`src/rtl/ex_pkg.sv`:
```
// ex_pkg: shared definitions for the RV32IM execute stage.
//   - alu_op encodings (ALU_ADD .. ALU_REMU)
//   - divider FSM state encoding
//   - divider iteration count and op-class helpers
package ex_pkg;

  localparam int XLEN     = 32;
  localparam int DIV_ITER = 32;

  localparam logic [4:0] ALU_ADD    = 5'd0;
  localparam logic [4:0] ALU_SUB    = 5'd1;
  localparam logic [4:0] ALU_SLL    = 5'd2;
  localparam logic [4:0] ALU_SLT    = 5'd3;
  localparam logic [4:0] ALU_SLTU   = 5'd4;
  localparam logic [4:0] ALU_XOR    = 5'd5;
  localparam logic [4:0] ALU_SRL    = 5'd6;
  localparam logic [4:0] ALU_SRA    = 5'd7;
  localparam logic [4:0] ALU_OR     = 5'd8;
  localparam logic [4:0] ALU_AND    = 5'd9;
  localparam logic [4:0] ALU_PASSB  = 5'd10;
  localparam logic [4:0] ALU_MUL    = 5'd11;
  localparam logic [4:0] ALU_MULH   = 5'd12;
  localparam logic [4:0] ALU_MULHSU = 5'd13;
  localparam logic [4:0] ALU_MULHU  = 5'd14;
  localparam logic [4:0] ALU_DIV    = 5'd15;
  localparam logic [4:0] ALU_DIVU   = 5'd16;
  localparam logic [4:0] ALU_REM    = 5'd17;
  localparam logic [4:0] ALU_REMU   = 5'd18;

  typedef enum logic [1:0] {
    DIV_IDLE = 2'd0,
    DIV_RUN  = 2'd1,
    DIV_DONE = 2'd2
  } div_state_e;

  function automatic logic is_div_op(input logic [4:0] op);
    return (op >= ALU_DIV) && (op <= ALU_REMU);
  endfunction

endpackage

```
`src/rtl/ex_stage_if.sv`:
```
// ex_stage_if: ID/EX inputs, flush/stall handshake and EX/MEM outputs of the
// execute stage.
//   master : ID/hazard side (drives id_*, flush; sees ex_busy, exm_*)
//   slave  : ex_stage itself
interface ex_stage_if #(parameter int XLEN = 32);

  logic            id_valid;
  logic [XLEN-1:0] id_rs1_data;
  logic [XLEN-1:0] id_rs2_data;
  logic [XLEN-1:0] id_imm;
  logic            id_alu_src;
  logic [4:0]      id_alu_op;
  logic            id_mem_read;
  logic            id_mem_write;
  logic            id_reg_write;
  logic [4:0]      id_rd;
  logic            flush;

  logic            ex_busy;
  logic            exm_valid;
  logic [XLEN-1:0] exm_alu_result;
  logic [XLEN-1:0] exm_rs2_data;
  logic            exm_mem_read;
  logic            exm_mem_write;
  logic            exm_reg_write;
  logic [4:0]      exm_rd;

  modport master (
    output id_valid, id_rs1_data, id_rs2_data, id_imm, id_alu_src, id_alu_op,
           id_mem_read, id_mem_write, id_reg_write, id_rd, flush,
    input  ex_busy, exm_valid, exm_alu_result, exm_rs2_data, exm_mem_read,
           exm_mem_write, exm_reg_write, exm_rd
  );

  modport slave (
    input  id_valid, id_rs1_data, id_rs2_data, id_imm, id_alu_src, id_alu_op,
           id_mem_read, id_mem_write, id_reg_write, id_rd, flush,
    output ex_busy, exm_valid, exm_alu_result, exm_rs2_data, exm_mem_read,
           exm_mem_write, exm_reg_write, exm_rd
  );

endinterface

```
`src/rtl/ex_stage_div_unit.sv`:
```
// div_unit: iterative restoring divider for DIV/DIVU/REM/REMU.
//   clk, rst_n : clock, async active-low reset
//   start      : valid div op in EX (already gated with flush by caller)
//   signed_op  : DIV/REM
//   rem_op     : REM/REMU (return remainder instead of quotient)
//   a, b       : dividend, divisor
//   flush      : abort any divide in flight
//   busy       : stall request (acceptance cycle and RUN)
//   done       : result valid this cycle (special case in IDLE, or DONE)
//   result     : quotient or remainder
// Divide-by-zero and signed overflow finish combinationally without the FSM.
module div_unit
  import ex_pkg::*;
#(
  parameter int XLEN = 32
) (
  input  logic            clk,
  input  logic            rst_n,
  input  logic            start,
  input  logic            signed_op,
  input  logic            rem_op,
  input  logic [XLEN-1:0] a,
  input  logic [XLEN-1:0] b,
  input  logic            flush,
  output logic            busy,
  output logic            done,
  output logic [XLEN-1:0] result
);

  div_state_e      state_q, state_d;
  logic [5:0]      cnt_q;
  logic [XLEN-1:0] quo_q, rem_q, dvs_q;
  logic            q_neg_q, r_neg_q, rem_op_q;

  logic            a_neg, b_neg, div0, ovf, special;
  logic [XLEN-1:0] a_abs, b_abs, spec_result, corrected;
  logic [XLEN:0]   shifted, diff;
  logic            ge;

  assign a_neg   = signed_op & a[XLEN-1];
  assign b_neg   = signed_op & b[XLEN-1];
  assign a_abs   = a_neg ? -a : a;
  assign b_abs   = b_neg ? -b : b;
  assign div0    = (b == '0);
  assign ovf     = signed_op && (a == {1'b1, {(XLEN-1){1'b0}}}) && (b == '1);
  assign special = div0 | ovf;

  // Overflow quotient equals the dividend (0x80000000), remainder is zero.
  assign spec_result = div0 ? (rem_op ? a : '1) : (rem_op ? '0 : a);

  // One restoring step: shift next dividend bit into the partial remainder.
  assign shifted = {rem_q, quo_q[XLEN-1]};
  assign diff    = shifted - {1'b0, dvs_q};
  assign ge      = ~diff[XLEN];

  assign corrected = rem_op_q ? (r_neg_q ? -rem_q : rem_q)
                              : (q_neg_q ? -quo_q : quo_q);
  assign result    = (state_q == DIV_IDLE) ? spec_result : corrected;

  always_comb begin
    state_d = state_q;
    busy    = 1'b0;
    done    = 1'b0;
    case (state_q)
      DIV_IDLE: begin
        if (start) begin
          if (special) begin
            done = 1'b1;
          end else begin
            busy    = 1'b1;
            state_d = DIV_RUN;
          end
        end
      end
      DIV_RUN: begin
        busy = 1'b1;
        if (cnt_q == 6'd1) state_d = DIV_DONE;
      end
      DIV_DONE: begin
        // Leave on the capture edge so the held instruction is not re-accepted.
        done    = 1'b1;
        state_d = DIV_IDLE;
      end
      default: state_d = DIV_IDLE;
    endcase
    if (flush) begin
      state_d = DIV_IDLE;
      busy    = 1'b0;
      done    = 1'b0;
    end
  end

  always_ff @(posedge clk or negedge rst_n) begin
    if (!rst_n) state_q <= DIV_IDLE;
    else        state_q <= state_d;
  end

  always_ff @(posedge clk or negedge rst_n) begin
    if (!rst_n) begin
      cnt_q    <= '0;
      quo_q    <= '0;
      rem_q    <= '0;
      dvs_q    <= '0;
      q_neg_q  <= 1'b0;
      r_neg_q  <= 1'b0;
      rem_op_q <= 1'b0;
    end else if (state_q == DIV_IDLE && state_d == DIV_RUN) begin
      cnt_q    <= 6'(DIV_ITER);
      quo_q    <= a_abs;
      rem_q    <= '0;
      dvs_q    <= b_abs;
      q_neg_q  <= a_neg ^ b_neg;
      r_neg_q  <= a_neg;
      rem_op_q <= rem_op;
    end else if (state_q == DIV_RUN) begin
      cnt_q <= cnt_q - 6'd1;
      quo_q <= {quo_q[XLEN-2:0], ge};
      rem_q <= ge ? diff[XLEN-1:0] : shifted[XLEN-1:0];
    end
  end

endmodule

```
`src/rtl/ex_stage.sv`:
```
// ex_stage: RV32IM execute stage with EX/MEM pipeline register.
//   clk, rst_n : clock, async active-low reset
//   bus        : ex_stage_if.slave
//     in : id_valid, id_rs1_data, id_rs2_data, id_imm, id_alu_src, id_alu_op,
//          id_mem_read, id_mem_write, id_reg_write, id_rd, flush
//     out: ex_busy, exm_valid, exm_alu_result, exm_rs2_data, exm_mem_read,
//          exm_mem_write, exm_reg_write, exm_rd
// ALU and multiply finish in one cycle; divides run on div_unit and hold
// ex_busy while iterating.
module ex_stage
  import ex_pkg::*;
#(
  parameter int XLEN = 32
) (
  input  logic         clk,
  input  logic         rst_n,
  ex_stage_if.slave    bus
);

  logic [XLEN-1:0] op_a, op_b, alu_res, div_res;
  logic [4:0]      op, shamt;
  logic            is_div, div_start, div_busy, div_done, accept;
  logic            div_signed, div_rem;
  logic            ma_sx, mb_sx;
  logic [63:0]     ma, mb, prod;

  logic            exm_valid_q, exm_mr_q, exm_mw_q, exm_rw_q;
  logic [XLEN-1:0] exm_res_q, exm_rs2_q;
  logic [4:0]      exm_rd_q;

  assign op    = bus.id_alu_op;
  assign op_a  = bus.id_rs1_data;
  assign op_b  = bus.id_alu_src ? bus.id_imm : bus.id_rs2_data;
  assign shamt = op_b[4:0];

  // Multiply: sign/zero-extend to 64 bits; low 64 bits of the product are
  // exact for every 33x33 signed combination.
  assign ma_sx = (op != ALU_MULHU) & op_a[XLEN-1];
  assign mb_sx = ((op == ALU_MUL) || (op == ALU_MULH)) & op_b[XLEN-1];
  assign ma    = {{(64-XLEN){ma_sx}}, op_a};
  assign mb    = {{(64-XLEN){mb_sx}}, op_b};
  assign prod  = ma * mb;

  assign is_div     = is_div_op(op);
  assign div_start  = bus.id_valid & is_div & ~bus.flush;
  assign div_signed = (op == ALU_DIV) || (op == ALU_REM);
  assign div_rem    = (op == ALU_REM) || (op == ALU_REMU);

  div_unit #(.XLEN(XLEN)) u_div (
    .clk       (clk),
    .rst_n     (rst_n),
    .start     (div_start),
    .signed_op (div_signed),
    .rem_op    (div_rem),
    .a         (op_a),
    .b         (op_b),
    .flush     (bus.flush),
    .busy      (div_busy),
    .done      (div_done),
    .result    (div_res)
  );

  always_comb begin
    alu_res = '0;
    case (op)
      ALU_ADD:    alu_res = op_a + op_b;
      ALU_SUB:    alu_res = op_a - op_b;
      ALU_SLL:    alu_res = op_a << shamt;
      ALU_SLT:    alu_res = XLEN'($signed(op_a) < $signed(op_b));
      ALU_SLTU:   alu_res = XLEN'(op_a < op_b);
      ALU_XOR:    alu_res = op_a ^ op_b;
      ALU_SRL:    alu_res = op_a >> shamt;
      ALU_SRA:    alu_res = $signed(op_a) >>> shamt;
      ALU_OR:     alu_res = op_a | op_b;
      ALU_AND:    alu_res = op_a & op_b;
      ALU_PASSB:  alu_res = op_b;
      ALU_MUL:    alu_res = prod[XLEN-1:0];
      ALU_MULH,
      ALU_MULHSU,
      ALU_MULHU:  alu_res = prod[63:32];
      ALU_DIV,
      ALU_DIVU,
      ALU_REM,
      ALU_REMU:   alu_res = div_done ? div_res : '0;
      default:    alu_res = '0;
    endcase
  end

  // A div op with busy low is always either a special case or in DONE.
  assign accept = bus.id_valid & ~bus.flush & ~div_busy;

  always_ff @(posedge clk or negedge rst_n) begin
    if (!rst_n) begin
      exm_valid_q <= 1'b0;
      exm_mr_q    <= 1'b0;
      exm_mw_q    <= 1'b0;
      exm_rw_q    <= 1'b0;
      exm_rd_q    <= '0;
      exm_res_q   <= '0;
      exm_rs2_q   <= '0;
    end else begin
      exm_valid_q <= accept;
      exm_mr_q    <= accept & bus.id_mem_read;
      exm_mw_q    <= accept & bus.id_mem_write;
      exm_rw_q    <= accept & bus.id_reg_write;
      if (accept) begin
        exm_rd_q  <= bus.id_rd;
        exm_res_q <= alu_res;
        exm_rs2_q <= bus.id_rs2_data;
      end
    end
  end

  assign bus.ex_busy        = div_busy;
  assign bus.exm_valid      = exm_valid_q;
  assign bus.exm_alu_result = exm_res_q;
  assign bus.exm_rs2_data   = exm_rs2_q;
  assign bus.exm_mem_read   = exm_mr_q;
  assign bus.exm_mem_write  = exm_mw_q;
  assign bus.exm_reg_write  = exm_rw_q;
  assign bus.exm_rd         = exm_rd_q;

endmodule

```
`src/flat_wrapper.sv`:
```
// flat-port wrapper written by rule: the top's interface ports become plain ports
module ex_stage_flat import ex_pkg::*;
#(
  parameter int XLEN = 32
)
  (clk, rst_n, bus_id_valid, bus_id_rs1_data, bus_id_rs2_data, bus_id_imm, bus_id_alu_src, bus_id_alu_op, bus_id_mem_read, bus_id_mem_write, bus_id_reg_write, bus_id_rd, bus_flush, bus_ex_busy, bus_exm_valid, bus_exm_alu_result, bus_exm_rs2_data, bus_exm_mem_read, bus_exm_mem_write, bus_exm_reg_write, bus_exm_rd);
  ex_stage_if #(.XLEN(XLEN)) bus_i ();
  input  logic clk;
  input  logic rst_n;
  input wire logic [$bits(bus_i.id_valid)-1:0] bus_id_valid;
  input wire logic [$bits(bus_i.id_rs1_data)-1:0] bus_id_rs1_data;
  input wire logic [$bits(bus_i.id_rs2_data)-1:0] bus_id_rs2_data;
  input wire logic [$bits(bus_i.id_imm)-1:0] bus_id_imm;
  input wire logic [$bits(bus_i.id_alu_src)-1:0] bus_id_alu_src;
  input wire logic [$bits(bus_i.id_alu_op)-1:0] bus_id_alu_op;
  input wire logic [$bits(bus_i.id_mem_read)-1:0] bus_id_mem_read;
  input wire logic [$bits(bus_i.id_mem_write)-1:0] bus_id_mem_write;
  input wire logic [$bits(bus_i.id_reg_write)-1:0] bus_id_reg_write;
  input wire logic [$bits(bus_i.id_rd)-1:0] bus_id_rd;
  input wire logic [$bits(bus_i.flush)-1:0] bus_flush;
  output wire logic [$bits(bus_i.ex_busy)-1:0] bus_ex_busy;
  output wire logic [$bits(bus_i.exm_valid)-1:0] bus_exm_valid;
  output wire logic [$bits(bus_i.exm_alu_result)-1:0] bus_exm_alu_result;
  output wire logic [$bits(bus_i.exm_rs2_data)-1:0] bus_exm_rs2_data;
  output wire logic [$bits(bus_i.exm_mem_read)-1:0] bus_exm_mem_read;
  output wire logic [$bits(bus_i.exm_mem_write)-1:0] bus_exm_mem_write;
  output wire logic [$bits(bus_i.exm_reg_write)-1:0] bus_exm_reg_write;
  output wire logic [$bits(bus_i.exm_rd)-1:0] bus_exm_rd;
  assign bus_i.id_valid = bus_id_valid;
  assign bus_i.id_rs1_data = bus_id_rs1_data;
  assign bus_i.id_rs2_data = bus_id_rs2_data;
  assign bus_i.id_imm = bus_id_imm;
  assign bus_i.id_alu_src = bus_id_alu_src;
  assign bus_i.id_alu_op = bus_id_alu_op;
  assign bus_i.id_mem_read = bus_id_mem_read;
  assign bus_i.id_mem_write = bus_id_mem_write;
  assign bus_i.id_reg_write = bus_id_reg_write;
  assign bus_i.id_rd = bus_id_rd;
  assign bus_i.flush = bus_flush;
  assign bus_ex_busy = bus_i.ex_busy;
  assign bus_exm_valid = bus_i.exm_valid;
  assign bus_exm_alu_result = bus_i.exm_alu_result;
  assign bus_exm_rs2_data = bus_i.exm_rs2_data;
  assign bus_exm_mem_read = bus_i.exm_mem_read;
  assign bus_exm_mem_write = bus_i.exm_mem_write;
  assign bus_exm_reg_write = bus_i.exm_reg_write;
  assign bus_exm_rd = bus_i.exm_rd;
  ex_stage #(.XLEN(XLEN)) u_core (.clk(clk), .rst_n(rst_n), .bus(bus_i));
endmodule
```
`config.mk`:
```
export PLATFORM = sky130hd
export DESIGN_NAME = ex_stage_flat
export DESIGN_NICKNAME = d
export VERILOG_FILES = /design/src/rtl/ex_pkg.sv /design/src/rtl/ex_stage_if.sv /design/src/rtl/ex_stage_div_unit.sv /design/src/rtl/ex_stage.sv /design/src/flat_wrapper.sv
export SDC_FILE = /design/constraint.sdc
export NUM_CORES = 2
export LEC_CHECK = 0
export CAP_MARGIN = 20
export CORE_MARGIN = 2
export CORE_UTILIZATION = 65
export CTS_CLUSTER_SIZE = 8
export DETAILED_ROUTE_END_ITERATION = 12
export PLACE_DENSITY = 0.84
export SETUP_SLACK_MARGIN = 0.2
export SYNTH_ARGS = -nofsm -noshare
export SYNTH_HDL_FRONTEND = slang
export SYNTH_SLANG_ARGS = --single-unit
```
`constraint.sdc`:
```
create_clock -name clk -period 6.9 [get_ports clk]
set_input_delay 1.38 -clock clk [delete_from_list [all_inputs] [get_ports clk]]
set_output_delay 1.38 -clock clk [all_outputs]
set_load 0.05 [all_outputs]
```
==> run_results.csv, run 1 <==
group,metric,value,unit
run_status,status,"did not finish",
logic_synthesis,synth_top_cell_by_area,"sky130_fd_sc_hd__fa_1",
logic_synthesis,netlist_area,58300,sq um
place,place_congestion,1.21,
place,dpl-instance-area,68200,sq um
global_route,grt_overflow_total,105,
global_route,first_global_vias,73600,
logic_synthesis,synth.avg_cell_area,8.29,sq um
logic_synthesis,synth_edf_count,0,
logic_synthesis,netlist-cell-type-count,96,
logic_synthesis,synth_fa_ha_area_frac,0.462,
logic_synthesis,synth_sequential_area_ratio,0.0773,
global_route,grt_pass1_wl,509000,microns
global_route,grt_util_all_layers,0.779,
clock_network,tritoncts_buffer_count,17,
run_status,outcome.stop_stage,"global routing (5_1_grt)",
logic_synthesis,yosys_warning_total,0,
logic_synthesis,dominant_combinational_cell_family_by_area_after_synthesis,"adder cells",
clock_network,cts_root_buf,"sky130_fd_sc_hd__clkbuf_16",
place,port-buffer-count,187,
logic_synthesis,synthSimpleGateAreaFrac,0.154,
floorplanning,num_rows,109,
global_route,largest_net_degree_at_the_start_of_global_routing,78,
logic_synthesis,synth_commonest_cells,"1232 x sky130_fd_sc_hd__inv_1, 1144 x sky130_fd_sc_hd__nand2_1, 1128 x sky130_fd_sc_hd__fa_1, 623 x sky130_fd_sc_hd__nor2_1, 348 x sky130_fd_sc_hd__ha_1",
clock_network,ctsHoldBuffers,0,
logic_synthesis,synth_compound_area_frac,0.124,
logic_synthesis,share_of_flip_flops_with_an_asynchronous_set_or_reset,1.00,
floorplanning,die_y,303,microns
logic_synthesis,synthXorXnorAreaFrac,0.0356,
logic_synthesis,synth_top_cell_area_share,0.388,
logic_synthesis,post-synth-top-count-cell,"sky130_fd_sc_hd__inv_1",
logic_synthesis,yosys-top-cells-area,"sky130_fd_sc_hd__fa_1 39%, sky130_fd_sc_hd__inv_1 7.9%, sky130_fd_sc_hd__dfrtp_1 7.7%",
clock_network,clock_sink_total,180,
logic_synthesis,synth_fp_nets,8617,
floorplanning,initial_core_util,0.657,
clock_network,cts.htree.levels,4,
floorplanning,floorplan.die.width,303,microns
logic_synthesis,synth_seq_cells,180,
run_status,stop_error,"[ERROR GRT-0116] Global routing finished with congestion. Check the congestion regions in the DRC Viewer.",
clock_network,cts_buffer_depth,2,
floorplanning,ioPinCount,188,
logic_synthesis,yosys_most_used_dff,"sky130_fd_sc_hd__dfrtp_1",
logic_synthesis,share_of_synthesized_area_spent_on_multiplexers,0.0358,
logic_synthesis,postSynthCellCount,7027,
place,detailed_place_hpwl,228000,microns
[what timing repair did]
item                       4_1_cts
resized for setup              543
cloned                           5
setup buffers                  130
setup endpoints to repair       33
hold endpoints to repair         0
pin swaps                      235
[kinds of logic after synthesis]
family,count (synthesis)
flip-flops,180
adder cells (fa/ha/maj),1476
multiplexers,196
AND/OR/NAND/NOR,2153
AO/OA/AOI/OAI,1102
buffers and inverters,1683
XOR/XNOR,237
[metrics by stage]
| stage | setup slack, ns | instances |
|---|---|---|
| 2_1_floorplan | -2.67 | 7027 |
| 4_1_cts | -2.18 | 9074 |
| 3_3_place_gp | -3.35 | 8905 |
| 3_5_place_dp | -3.44 | 8907 |
[routing by layer]
layer | overflow | global-route usage
met1 | 3 | 0.795
met4 | 37 | 0.758
met2 | 60 | 0.929
met5 | 1 | 0.339
met3 | 4 | 0.632
==> run 2, diff against run 1 <==
--- a/config.mk
+++ b/config.mk
@@ -7,11 +7,9 @@
 export LEC_CHECK = 0
 export CAP_MARGIN = 20
 export CORE_MARGIN = 2
-export CORE_UTILIZATION = 65
-export CTS_CLUSTER_SIZE = 8
+export CORE_UTILIZATION = 40
 export DETAILED_ROUTE_END_ITERATION = 12
-export PLACE_DENSITY = 0.84
-export SETUP_SLACK_MARGIN = 0.2
+export PLACE_DENSITY_LB_ADDON = 0.15
 export SYNTH_ARGS = -nofsm -noshare
 export SYNTH_HDL_FRONTEND = slang
 export SYNTH_SLANG_ARGS = --single-unit
==> run 2 against run 1 <==
  * Synthesized cell count unchanged
  * The flow now finishes, with violations (setup timing)
  * Area after synthesis unchanged
==> run_results.csv, run 2 <==
group,metric,value,unit
clock_network,worst_skew_pair.late_latency,0.52,ns
clock_network,clock_sink_total,180,
routing,route.detailed.drc,0,
timing,clock-skew-final,0.0222,ns
hold_path,timing.hold.worst.class,"reg2reg",
logic_synthesis,synth.avg_cell_area,8.29,sq um
place,detailed_place_hpwl,239000,microns
logic_synthesis,synth_edf_count,0,
timing,final-max-slew-violation-count,0,
logic_synthesis,synth_fp_nets,8617,
logic_synthesis,synth_commonest_cells,"1232 x sky130_fd_sc_hd__inv_1, 1144 x sky130_fd_sc_hd__nand2_1, 1128 x sky130_fd_sc_hd__fa_1, 623 x sky130_fd_sc_hd__nor2_1, 348 x sky130_fd_sc_hd__ha_1",
clock_network,ctsHoldBuffers,0,
routing,wire_per_inst,29.1,microns
timing,slew_headroom,0.216,
routing,top_signal_layer_used,"met5",
global_route,first_global_vias,57200,
routing,dr.pass1.iters,8,
global_route,grt_util_all_layers,0.389,
routing,ant_nets,0,
worst_setup_path,critical_path_peak_fanout,5,
floorplanning,core_area,145000,sq um
timing,whs,0.480,ns
cells_and_area,mostFrequentLayoutCell,"sky130_fd_sc_hd__inv_1",
logic_synthesis,postSynthCellCount,7027,
logic_synthesis,yosys-top-cells-area,"sky130_fd_sc_hd__fa_1 39%, sky130_fd_sc_hd__inv_1 7.9%, sky130_fd_sc_hd__dfrtp_1 7.7%",
logic_synthesis,yosys_warning_total,0,
floorplanning,ioPinCount,188,
clock_network,tritoncts,"done",
routing,wl_met3,24200,microns
cells_and_area,final_core_util,0.512,
routing,detail_route.vias_per_cell,5.68,
global_route,largest_net_degree_at_the_start_of_global_routing,86,
worst_setup_path,timing.critical_path.buf_inv,12,
clock_network,cts.clk_slew.worst_paths,0.08,ns
logic_synthesis,share_of_flip_flops_with_an_asynchronous_set_or_reset,1.00,
worst_setup_path,cp_top_family,"adder cells",
routing,wl_met2,124000,microns
worst_setup_path,crit_required,7.29,ns
run_status,failed_checks,"setup timing",
worst_setup_path,worst_setup_path_end_kind,"flip-flop",
floorplanning,die_y,386,microns
cells_and_area,finish.net_count,9559,
routing,drt_iter0_markers,5623,
global_route,grt_pass1_wl,412000,microns
logic_synthesis,synth_sequential_area_ratio,0.0773,
global_route,initial_antenna_violation_count,15,
routing,wl_met1,116000,microns
timing,final.period_utilization,1.31,
timing,timing.final.hold_violations,0,
worst_setup_path,worst_ep_arrival_time,9.42,ns
place,port-buffer-count,187,
timing,layout_setup_ws,-2.13,ns
timing,setup_viol,32,
worst_setup_path,cpPeakStageDelay,0.58,ns
timing,layout_min_cycle_time,9.03,ns
logic_synthesis,synth_top_cell_area_share,0.388,
floorplanning,num_rows,140,
clock_network,cts_buffer_depth,2,
worst_setup_path,timing_worst_setup_path_type,"in2reg",
place,place_congestion,1.09,
cells_and_area,syn_to_final_growth,27.6,%
logic_synthesis,yosys_most_used_dff,"sky130_fd_sc_hd__dfrtp_1",
floorplanning,floorplan.die.width,386,microns
floorplanning,floorplan.die_area,149000,sq um
logic_synthesis,synth_top_cell_by_area,"sky130_fd_sc_hd__fa_1",
timing,worstMarginPinSlew,1.16,ns
global_route,grt_overflow_total,0,
run_status,status,"finished, violations left",
logic_synthesis,netlist_area,58300,sq um
timing,clock.fmax,0.111,GHz
logic_synthesis,synth_seq_cells,180,
flow_run,maxCapViolCount,0,
routing,wl,288000,microns
clock_network,tritoncts_buffer_count,17,
cells_and_area,share_of_final_layout_standard_cells_stronger_than_drive_strength_1,0.216,
routing,detailroute.via_count,56300,
worst_setup_path,startpoint_type,"input port",
cells_and_area,layout.cells.most_common_list,"1175 x sky130_fd_sc_hd__inv_1, 1088 x sky130_fd_sc_hd__nand2_1, 1067 x sky130_fd_sc_hd__fa_1",
timing,grt_setup_unrepaired,"true",
worst_setup_path,cpMaxStageDelayCell,"sky130_fd_sc_hd__fa_2",
logic_synthesis,post-synth-top-count-cell,"sky130_fd_sc_hd__inv_1",
clock_network,cts_root_buf,"sky130_fd_sc_hd__clkbuf_16",
clock_network,cts.htree.levels,4,
logic_synthesis,netlist-cell-type-count,96,
floorplanning,initial_core_util,0.401,
-- run 2: cell counts after synthesis --
No cell type changed its count.
-- run 2: cell type report --
cell class,count,area (sq um)
Sequential cell,180,4500
Antenna cell,6,15.0
Timing Repair Buffer,1347,12400
Inverter,1258,4830
Tap cell,1917,2400
Timing Repair inverter,1,8.76
Clock inverter,15,180
Clock buffer,17,425
Multi-Input combinational cell,5164,49600
Fill cell,13900,70800
-- run 2: stage by stage --
stage	setup slack, ns	cells	area [sq um]	setup TNS (ns)
global placement	-3.35	9727	69700	-100.54
detailed placement	-3.38	9727	69700	-101.74
floorplan	-2.67	7027	58800	-74.68
global route	-2.28	9901	74400	-65.91
finish	-2.13	9905	74400	-61.19
CTS	-1.99	9874	73600	-58.47
-- run 2: worst paths after layout --
kind                                             startpoint                             to  depth (start not counted)  slack [ns]
worst max register to register        u_core.u_div.rem_q[0]  u_core.bus.exm_alu_result[16]                         13        2.53
worst min register to register  u_core.bus.exm_rs2_data[23]    u_core.bus.exm_rs2_data[23]                          2        0.48
worst max-delay path                         bus_id_alu_src  u_core.bus.exm_alu_result[26]                         32       -2.13
min in group asynchronous                             rst_n          u_core.u_div.cnt_q[4]                          1        0.90
worst min-delay path            u_core.bus.exm_rs2_data[23]    u_core.bus.exm_rs2_data[23]                          2        0.48
max in group asynchronous                             rst_n  u_core.bus.exm_alu_result[11]                          2        4.73
-- run 2: worst min-delay path, stage by stage, from the launching register on --
cell                      delay [ns]
sky130_fd_sc_hd__dfrtp_1        0.34
sky130_fd_sc_hd__nand2_1        0.05
sky130_fd_sc_hd__nand2_1        0.06
-- run 2: cells by family (layout without fill, tap and decap cells) --
group	count (synthesis)	after routing	synth area share
xor gates and xnor gates	237	237	0.0356
DFF	180	180	0.0773
other	0	6	0
and+or+nand+nor	2153	2153	0.154
AOI/OAI and AO/OA	1102	1102	0.124
muxes	196	196	0.0358
adders and majority gates	1476	1476	0.462
buffers and inverters	1683	2638	0.111
-- run 2: metal layers --
layer,up-vias,global-route usage
li1,24100,-
met1,28600,0.520
met2,2858,0.583
met3,725,0.0665
met4,8,0.252
met5,-,0
-- run 2: what timing repair did --
action,in CTS,in global routing
gates cloned,11,1
buffers inserted,113,27
hold endpoints to repair,0,0
endpoints found under the setup margin,33,33
pin swaps,255,133
gates resized for setup,592,127
Power of run 2 is left out: the tool's default activity adds up to more than one toggle a clock period on the data nets, which glitch-free logic cannot reach.
